===== config.mk =====
export PLATFORM = sky130hd
export DESIGN_NAME = or_and_reg
export DESIGN_NICKNAME = d
export VERILOG_FILES = /design/src/rtl/or_and_reg.sv
export SDC_FILE = /design/constraint.sdc
export NUM_CORES = 1
export LEC_CHECK = 0
export ABC_AREA = 1
export CAP_MARGIN = 15
export CORE_MARGIN = 2
export CORE_UTILIZATION = 44
export DETAILED_ROUTE_END_ITERATION = 10
export GPL_ROUTABILITY_DRIVEN = 0
export PLACE_DENSITY = 0.83
export REMOVE_ABC_BUFFERS = 1
export SLEW_MARGIN = 25
export SYNTH_ARGS = -nofsm -noshare
export SYNTH_HDL_FRONTEND = slang
export SYNTH_SLANG_ARGS = --single-unit

===== constraint.sdc =====
create_clock -name clk -period 1.52 [get_ports clk]
set_input_delay 0.304 -clock clk [delete_from_list [all_inputs] [get_ports clk]]
set_output_delay 0.304 -clock clk [all_outputs]
set_load 0.02 [all_outputs]

===== src/rtl/or_and_reg.sv =====
// OR-AND gating cell: combinational e = (a | b) & c, plus a registered,
// valid-qualified copy and a saturating count of captured samples with any bit set.
module or_and_reg #(
    parameter int WIDTH = 1,
    parameter int CNT_W = 16
) (
    input  logic             clk,
    input  logic             rst_n,
    input  logic [WIDTH-1:0] a,
    input  logic [WIDTH-1:0] b,
    input  logic [WIDTH-1:0] c,
    input  logic             in_valid,
    input  logic             clr_cnt,
    output logic [WIDTH-1:0] e,
    output logic [WIDTH-1:0] e_q,
    output logic             out_valid,
    output logic [CNT_W-1:0] hit_cnt
);

    logic hit;

    assign e   = (a | b) & c;
    assign hit = in_valid && (|e) && (hit_cnt != '1);

    always_ff @(posedge clk or negedge rst_n) begin
        if (!rst_n) begin
            e_q       <= '0;
            out_valid <= 1'b0;
            hit_cnt   <= '0;
        end else begin
            out_valid <= in_valid;
            if (in_valid) begin
                e_q <= e;
            end
            // clear takes precedence over a hit on the same edge
            if (clr_cnt) begin
                hit_cnt <= '0;
            end else if (hit) begin
                hit_cnt <= hit_cnt + CNT_W'(1);
            end
        end
    end

endmodule


==> impl_results.md, run 1 <==
- Mapped Avg Cell Area: 6.95 sq um
- Async SR Flop Fraction: 100%
- Placement Cell Area: 1480 sq um
- CP Buf/Inv Count: 1
- FMAX: 651 MHz
- Clk_skew: 0.00153 ns
- Hold Path Class: in2async
- Multi-input gate area: 597 sq um
- Final Hold Vio Count: 0
- Crit end category: flip-flop
- Total clock buffers created by CTS: 3
- Largest net degree at the start of global routing: 19
- Core area: 2410 sq um
- First-pass DRT Iterations: 4
- Area Growth Syn to Fin: 44.1%
- Sequential cell area: 454 sq um
- Worst reg2reg startpoint: hit_cnt[1]
- Syn Std Cell Area: 1100 sq um
- CP Cell Sequence: ha_2, nand2_2, nor2_2, nand2_2, nor2_4, o21ai_4, clkinv_4, nand2_2, nand2_2
- Crit path max-delay cell type: dfrtp_1
- CP required: 1.72 ns
- Post-synth EDFFs: 0
- Peak supply drop: 0.507 mV
- First DRT Iteration DRCs: 26
- Cell with the most instances after synthesis: nand2_1
- Top FF cell, synth: dfrtp_1
- Rows: 18
- Cell area after layout: 1580 sq um
- Post-synthesis register bit count: 18
- Fin nets: 215
- Starting Density: 45.6%
- H-Tree Depth: 1
- Failing checks: setup timing
- Sequential power share: 55.6%
- Cell type with the highest aggregate area in the netlist: dfrtp_1
- Cells after Synth: 158
- Maxcap violations: 0
- Die X: 54.0 microns
- Average wire per standard cell: 12.5 microns
- Clock transition at path regs: 0.10 ns
- Startpoint Class: flip-flop
- CP most frequent cell: nand2_2
- DRC violations left: 0
- CP peak stage delay: 0.40 ns
- CP delay by family, top: simple AND/OR/NAND/NOR gates
- Total gr overflow: 0
- Synth area leaders: dfrtp_1 41%, nand2_1 18%, nor2_1 7.9%
- Avg Vias per Cell: 5.05
- CP max FO: 6
- Logic pwr share: 17.4%
- Clock Sinks: 18
- Yosys top cell area share: 41.0%
- Total Power: 0.000893 W
- Final HPWL DP: 2060 microns
- Status: finished with violations
- I/O Buffers: 25
- Full die area: 2910 sq um
- Setup ws final: -0.0168 ns
- CP startpoint: hit_cnt[1]
- Classification of the worst setup path: reg2reg
- Antenna cells: 0
- Root Driver: clkbuf_4
- Hold buffers post-CTS: 0
- First-pass GRT wire length: 4580 microns
- Setup slack, reg-to-reg: -0.02 ns
- Die height: 54.0 microns
- Switching share of power: 27.0%
- IO Pins: 26
- Arrival @ worst endpoint: 1.74 ns
- Internal power: 0.000652 W
- Slew Viols, Final: 0
- Yosys cell types: 22
- RSZ-0062 raised after global routing: true
- Yosys Warn Count: 0
- Tot GR Track Use: 21.9%
- Vias in the first global route: 1108
- Remaining antenna violation count: 0
- CTS Buffer Depth: 2
- Initial antenna violation count: 0
- CTS tree: built
- Vias: 1187
- Period utilization: 101%
- Minimum clock period: 1.54 ns
- Ratio of cells with drive above 1 in the final layout: 23.9%
- Pwr Density: 564 nW/um^2
- Leak: 0.823 nW
- Final wirelength: 2940 microns
- Clock share of power: 27.1%
- Relative slew slack: 81.8%
- Slew @ Worst Pin: 0.272 ns
- Post-synthesis sequential area ratio: 41.0%
- P_sw: 0.000241 W
- # setup viols final: 7
- Layout filler cell count: 197
- Skew-Pair Late Insertion Delay: 0.30 ns
- Synth top cells by count: 53 x nand2_1, 23 x nor2_1, 18 x dfrtp_1
## layer usage
metal	global-route usage [%]	share of wire, %	vias to the layer above
li1	-	-	597
met1	25.4	41	556
met2	40.2	53	29
met3	3.61	4.6	5
met4	7.26	1.4	0
met5	0	0	-
## placed cells by master, fill, tap and decap left out, types with 2 or more instances in the layout
| cell type | count |
|---|---|
| dfrtp_2 | 3 |
| xor2_1 | 3 |
| clkdlybuf4s50_1 | 6 |
| dlygate4sd2_1 | 18 |
| nand2_1 | 44 |
| nand3_1 | 15 |
| clkbuf_4 | 3 |
| nor2_2 | 3 |
| nand2_2 | 10 |
| nand4_1 | 6 |
| o21ai_0 | 2 |
| nor2_1 | 21 |
| nand3b_1 | 2 |
| inv_1 | 16 |
| or2_2 | 2 |
| a21oi_1 | 5 |
| buf_4 | 19 |
| dfrtp_1 | 15 |
## final cells by class
type | instances | share of cell area (%)
multi-input cells | 120 | 37.7
flip-flops and latches | 18 | 28.7
repair buffers | 46 | 25.1
inverters | 17 | 4.35
well taps | 30 | 2.37
clock buffers | 3 | 1.42
repair inverters | 1 | 0.395
## sequential cells by signal, summed over array words and instances, names as in the netlist
register and flops:
hit_cnt 16, out_valid 1, e_q 1
## kinds of logic after synthesis
family          synth area share, %
simple gates                   41.8
buf+inv                        7.86
fa+ha+maj                      1.14
xor+xnor                       2.39
flops                          41.0
compound gates                 5.81
## repair_timing
item / 4_1_cts / 5_1_grt
resized for setup: 21 / 21
endpoints found under the hold margin: 0 / 0
endpoints found under the setup margin: 19 / 17
pin swaps: 0 / 9
cloned: 0 / 1
setup buffers: 0 / 7
## power groups by stage
| stage | clock network (W) | logic [W] | registers, W |
|---|---|---|---|
| after global placement | 0 | 0.000147 | 0.000505 |
| after detailed placement | 0 | 0.000149 | 0.000506 |
| after CTS | 0.000249 | 0.000142 | 0.000497 |
| final | 0.000242 | 0.000155 | 0.000496 |
| after global routing | 0.000261 | 0.000167 | 0.000497 |
| after floorplan | 0 | 0.0000391 | 0.000520 |
## metrics by stage
stage | TNS (ns) | hold WS [ns] | util [%] | instances | setup WS (ns)
CTS | 0 | 0.328 | 61.6 | 227 | 0.00543
floorplan | -1.07 | 0.00841 | - | 155 | -0.111
global placement | -4.04 | 0.521 | 61.6 | 224 | -0.318
global route | -1.10 | 0.335 | 65.7 | 235 | -0.0975
finish | -0.0357 | 0.318 | 65.7 | 235 | -0.0168
detailed placement | -4.48 | 0.530 | 61.6 | 224 | -0.328
## final timing paths
check | cells after the start | endpoint
setup / recovery | 9 | hit_cnt[1]
hold / removal | 2 | hit_cnt[0]
setup reg to reg | 9 | hit_cnt[1]
hold reg to reg | 2 | e_q
max in group asynchronous | 2 | hit_cnt[5]
min in group clk | 2 | e_q
Power figures use the tool's default switching activity.
==> inputs of run 2 (changes only) <==
--- a/config.mk
+++ b/config.mk
@@ -6,12 +6,13 @@
 export NUM_CORES = 1
 export LEC_CHECK = 0
 export ABC_AREA = 1
+export ABC_CLOCK_PERIOD_IN_PS = 1520
 export CAP_MARGIN = 15
 export CORE_MARGIN = 2
 export CORE_UTILIZATION = 44
 export DETAILED_ROUTE_END_ITERATION = 10
 export GPL_ROUTABILITY_DRIVEN = 0
-export PLACE_DENSITY = 0.83
+export PLACE_DENSITY_LB_ADDON = 0.3
 export REMOVE_ABC_BUFFERS = 1
 export SLEW_MARGIN = 25
 export SYNTH_ARGS = -nofsm -noshare
==> run 2 against run 1 <==
Net effect: the run now ends clean; largest cell class unchanged; clock skew is essentially flat; routed wire length shrank 8.5%; critical path depth is the same; worst hold slack lost 0.011 ns; first-iteration DRC count shrank 12%.
==> impl_results.md, run 2 (synthesis results as in run 1) <==
- Status: completed
- Period utilization: 97.1% (-4.0 points)
- Tot GR Track Use: 21.8% (-0.091 points)
- # setup viols final: 0 (-7)
- Startpoint Class: flip-flop
- Layout filler cell count: 209 (+6.1%)
- Largest net degree at the start of global routing: 19 (unchanged)
- CP Cell Sequence: ha_2, nand2_2, nor2_2, nand2_2, nor2_4, o21ai_4, buf_6, nand3_1, nand2_1
- Pwr Density: 618 nW/um^2 (+9.6%)
- Setup TNS: 0 ns (+0.0357 ns)
- Skew-Pair Late Insertion Delay: 0.31 ns (about the same)
- FMAX: 677 MHz (+4.1%)
- Rows: 18 (unchanged)
- Clk_skew: 0.00149 ns (-0.0000436 ns)
- Die X: 54.0 microns (unchanged)
- Clock transition at path regs: 0.11 ns (about the same)
- Final Hold Vio Count: 0 (unchanged)
- CTS tree: built
- Maxcap violations: 0 (unchanged)
- Die height: 54.0 microns (unchanged)
- Starting Density: 45.6% (unchanged)
- CP delay by family, top: simple AND/OR/NAND/NOR gates
- Minimum clock period: 1.48 ns (-0.0605 ns)
- CP Buf/Inv Count: 1 (unchanged)
- Avg Vias per Cell: 5.08 (+0.54%)
- Vias: 1168 (-1.6%)
- Average wire per standard cell: 11.7 microns (-6.5%)
- I/O Buffers: 25 (unchanged)
- Sequential cell area: 454 sq um (unchanged)
- H-Tree Depth: 1 (unchanged)
- Antenna cells: 0 (unchanged)
- CP most frequent cell: nand2_2
- Hold buffers post-CTS: 0 (unchanged)
- Root Driver: clkbuf_4
- IO Pins: 26 (unchanged)
- Clock Sinks: 18 (unchanged)
- Total gr overflow: 0 (unchanged)
- DRC violations left: 0 (unchanged)
- First DRT Iteration DRCs: 23 (-12%)
- Relative slew slack: 82.7% (+0.89 points)
- CP peak stage delay: 0.37 ns (-0.03 ns)
- CP required: 1.73 ns (about the same)
- Peak supply drop: 0.655 mV (+29%)
- Most common cell after layout, fill and taps aside: nand2_1
- First-pass DRT Iterations: 5 (+1)
- Final wirelength: 2690 microns (-8.5%)
- Slew Viols, Final: 0 (unchanged)
- Initial antenna violation count: 0 (unchanged)
- Total clock buffers created by CTS: 3 (unchanged)
- CTS Buffer Depth: 2 (unchanged)
- Top flop regs: hit_cnt x16, e_q x1, out_valid x1
- Leading cell types in the layout, fill and taps excluded: 51 x nand2_1, 19 x nor2_1, 18 x dlygate4sd2_1
- Crit end category: flip-flop
- Core area: 2410 sq um (unchanged)
- Placement Cell Area: 1460 sq um (-1.3%)
- Ratio of cells with drive above 1 in the final layout: 20.5% (-3.4 points)
- Full die area: 2910 sq um (unchanged)
- CP max FO: 5 (-1)
- Leak: 0.791 nW (-3.9%)
- Slew @ Worst Pin: 0.259 ns (-0.0133 ns)
- Remaining antenna violation count: 0 (unchanged)
- Fin Hold WS: 0.307 ns (-0.0107 ns)
- Hold Path Class: in2async
- Top reg by flops: hit_cnt
- Multi-input gate area: 599 sq um (+0.42%)
- Fin nets: 209 (-2.8%)
- Vias in the first global route: 1081 (-2.4%)
- Classification of the worst setup path: reg2reg
- Final HPWL DP: 1960 microns (-4.8%)
- First-pass GRT wire length: 4560 microns (-0.46%)
- Largest register FFs: 16 (unchanged)
- Arrival @ worst endpoint: 1.69 ns (-0.05 ns)
- Cell area after layout: 1540 sq um (-2.5%)
- Crit path max-delay cell type: dfrtp_1
- RSZ-0062 raised after global routing: true
- Area Growth Syn to Fin: 40.5%
-- run 2: changes by cell type in the layout (fill, tap and decap cells not counted), moves of 2 or more --
cell,change
nand2_1,+7
buf_4,-5
nand2_2,-7
nor2_1,-2
a21oi_1,-2
a21oi_2,+2
-- run 2: timing repair --
item	CTS	global route
pin swaps	1	6
resized for setup	21	19
buffers inserted	0	3
endpoints found under the setup margin	20	17
-- run 2: routing by layer --
layer  vias to the layer above  wire length (microns)  track usage [%]
met5                         -                      0                0
met4                         0                     69             12.4
met3                         6                    146             3.61
met2                        40                   1250             34.6
met1                       538                   1230             27.9
li1                        584                      -                -
-- run 2: path summary, 6_finish.rpt --
check	from	to	slack (ns)	cells past startpoint
setup / recovery	hit_cnt[0]	hit_cnt[9]	0.04	9
min in group clk	in_valid	out_valid	0.49	1
hold reg to reg	e_q	e_q	0.53	2
max in group asynchronous	rst_n	hit_cnt[13]	1.00	2
hold / removal	rst_n	hit_cnt[3]	0.31	2
setup reg to reg	hit_cnt[0]	hit_cnt[9]	0.04	9
-- run 2: final cells by class --
cell class	instances	area share [%]
clock buffers	4	2.35
inverters	17	4.29
multi-input cells	120	38.8
flip-flops and latches	18	29.4
well taps	30	2.43
repair buffers	41	22.7
-- run 2: stage by stage --
step | power (W) | utilization (%) | std cells | worst slack, ns
after floorplan | 0.000559 | - | 155 | -0.111
after global placement | 0.000644 | 60.7 | 223 | -0.309
after detailed placement | 0.000647 | 60.7 | 223 | -0.329
after CTS | 0.000955 | 61.4 | 227 | 0.00277
after global routing | 0.000991 | 64.1 | 230 | -0.0550
final | 0.000954 | 64.1 | 230 | 0.0436
-- run 2: worst register-to-register path: stages, from the launching register on --
cell     delay [ns]
dfrtp_1        0.37
ha_2           0.20
nand2_2        0.06
nor2_2         0.12
nand2_2        0.10
nor2_4         0.17
o21ai_4        0.10
buf_6          0.14
nand3_1        0.06
nand2_1        0.06
-- run 2: report_power, final --
group	switching (W)	internal (W)
registers	0.0000101	0.000489
logic	0.0000788	0.0000619
clock network	0.000167	0.000147
total	0.000256	0.000698
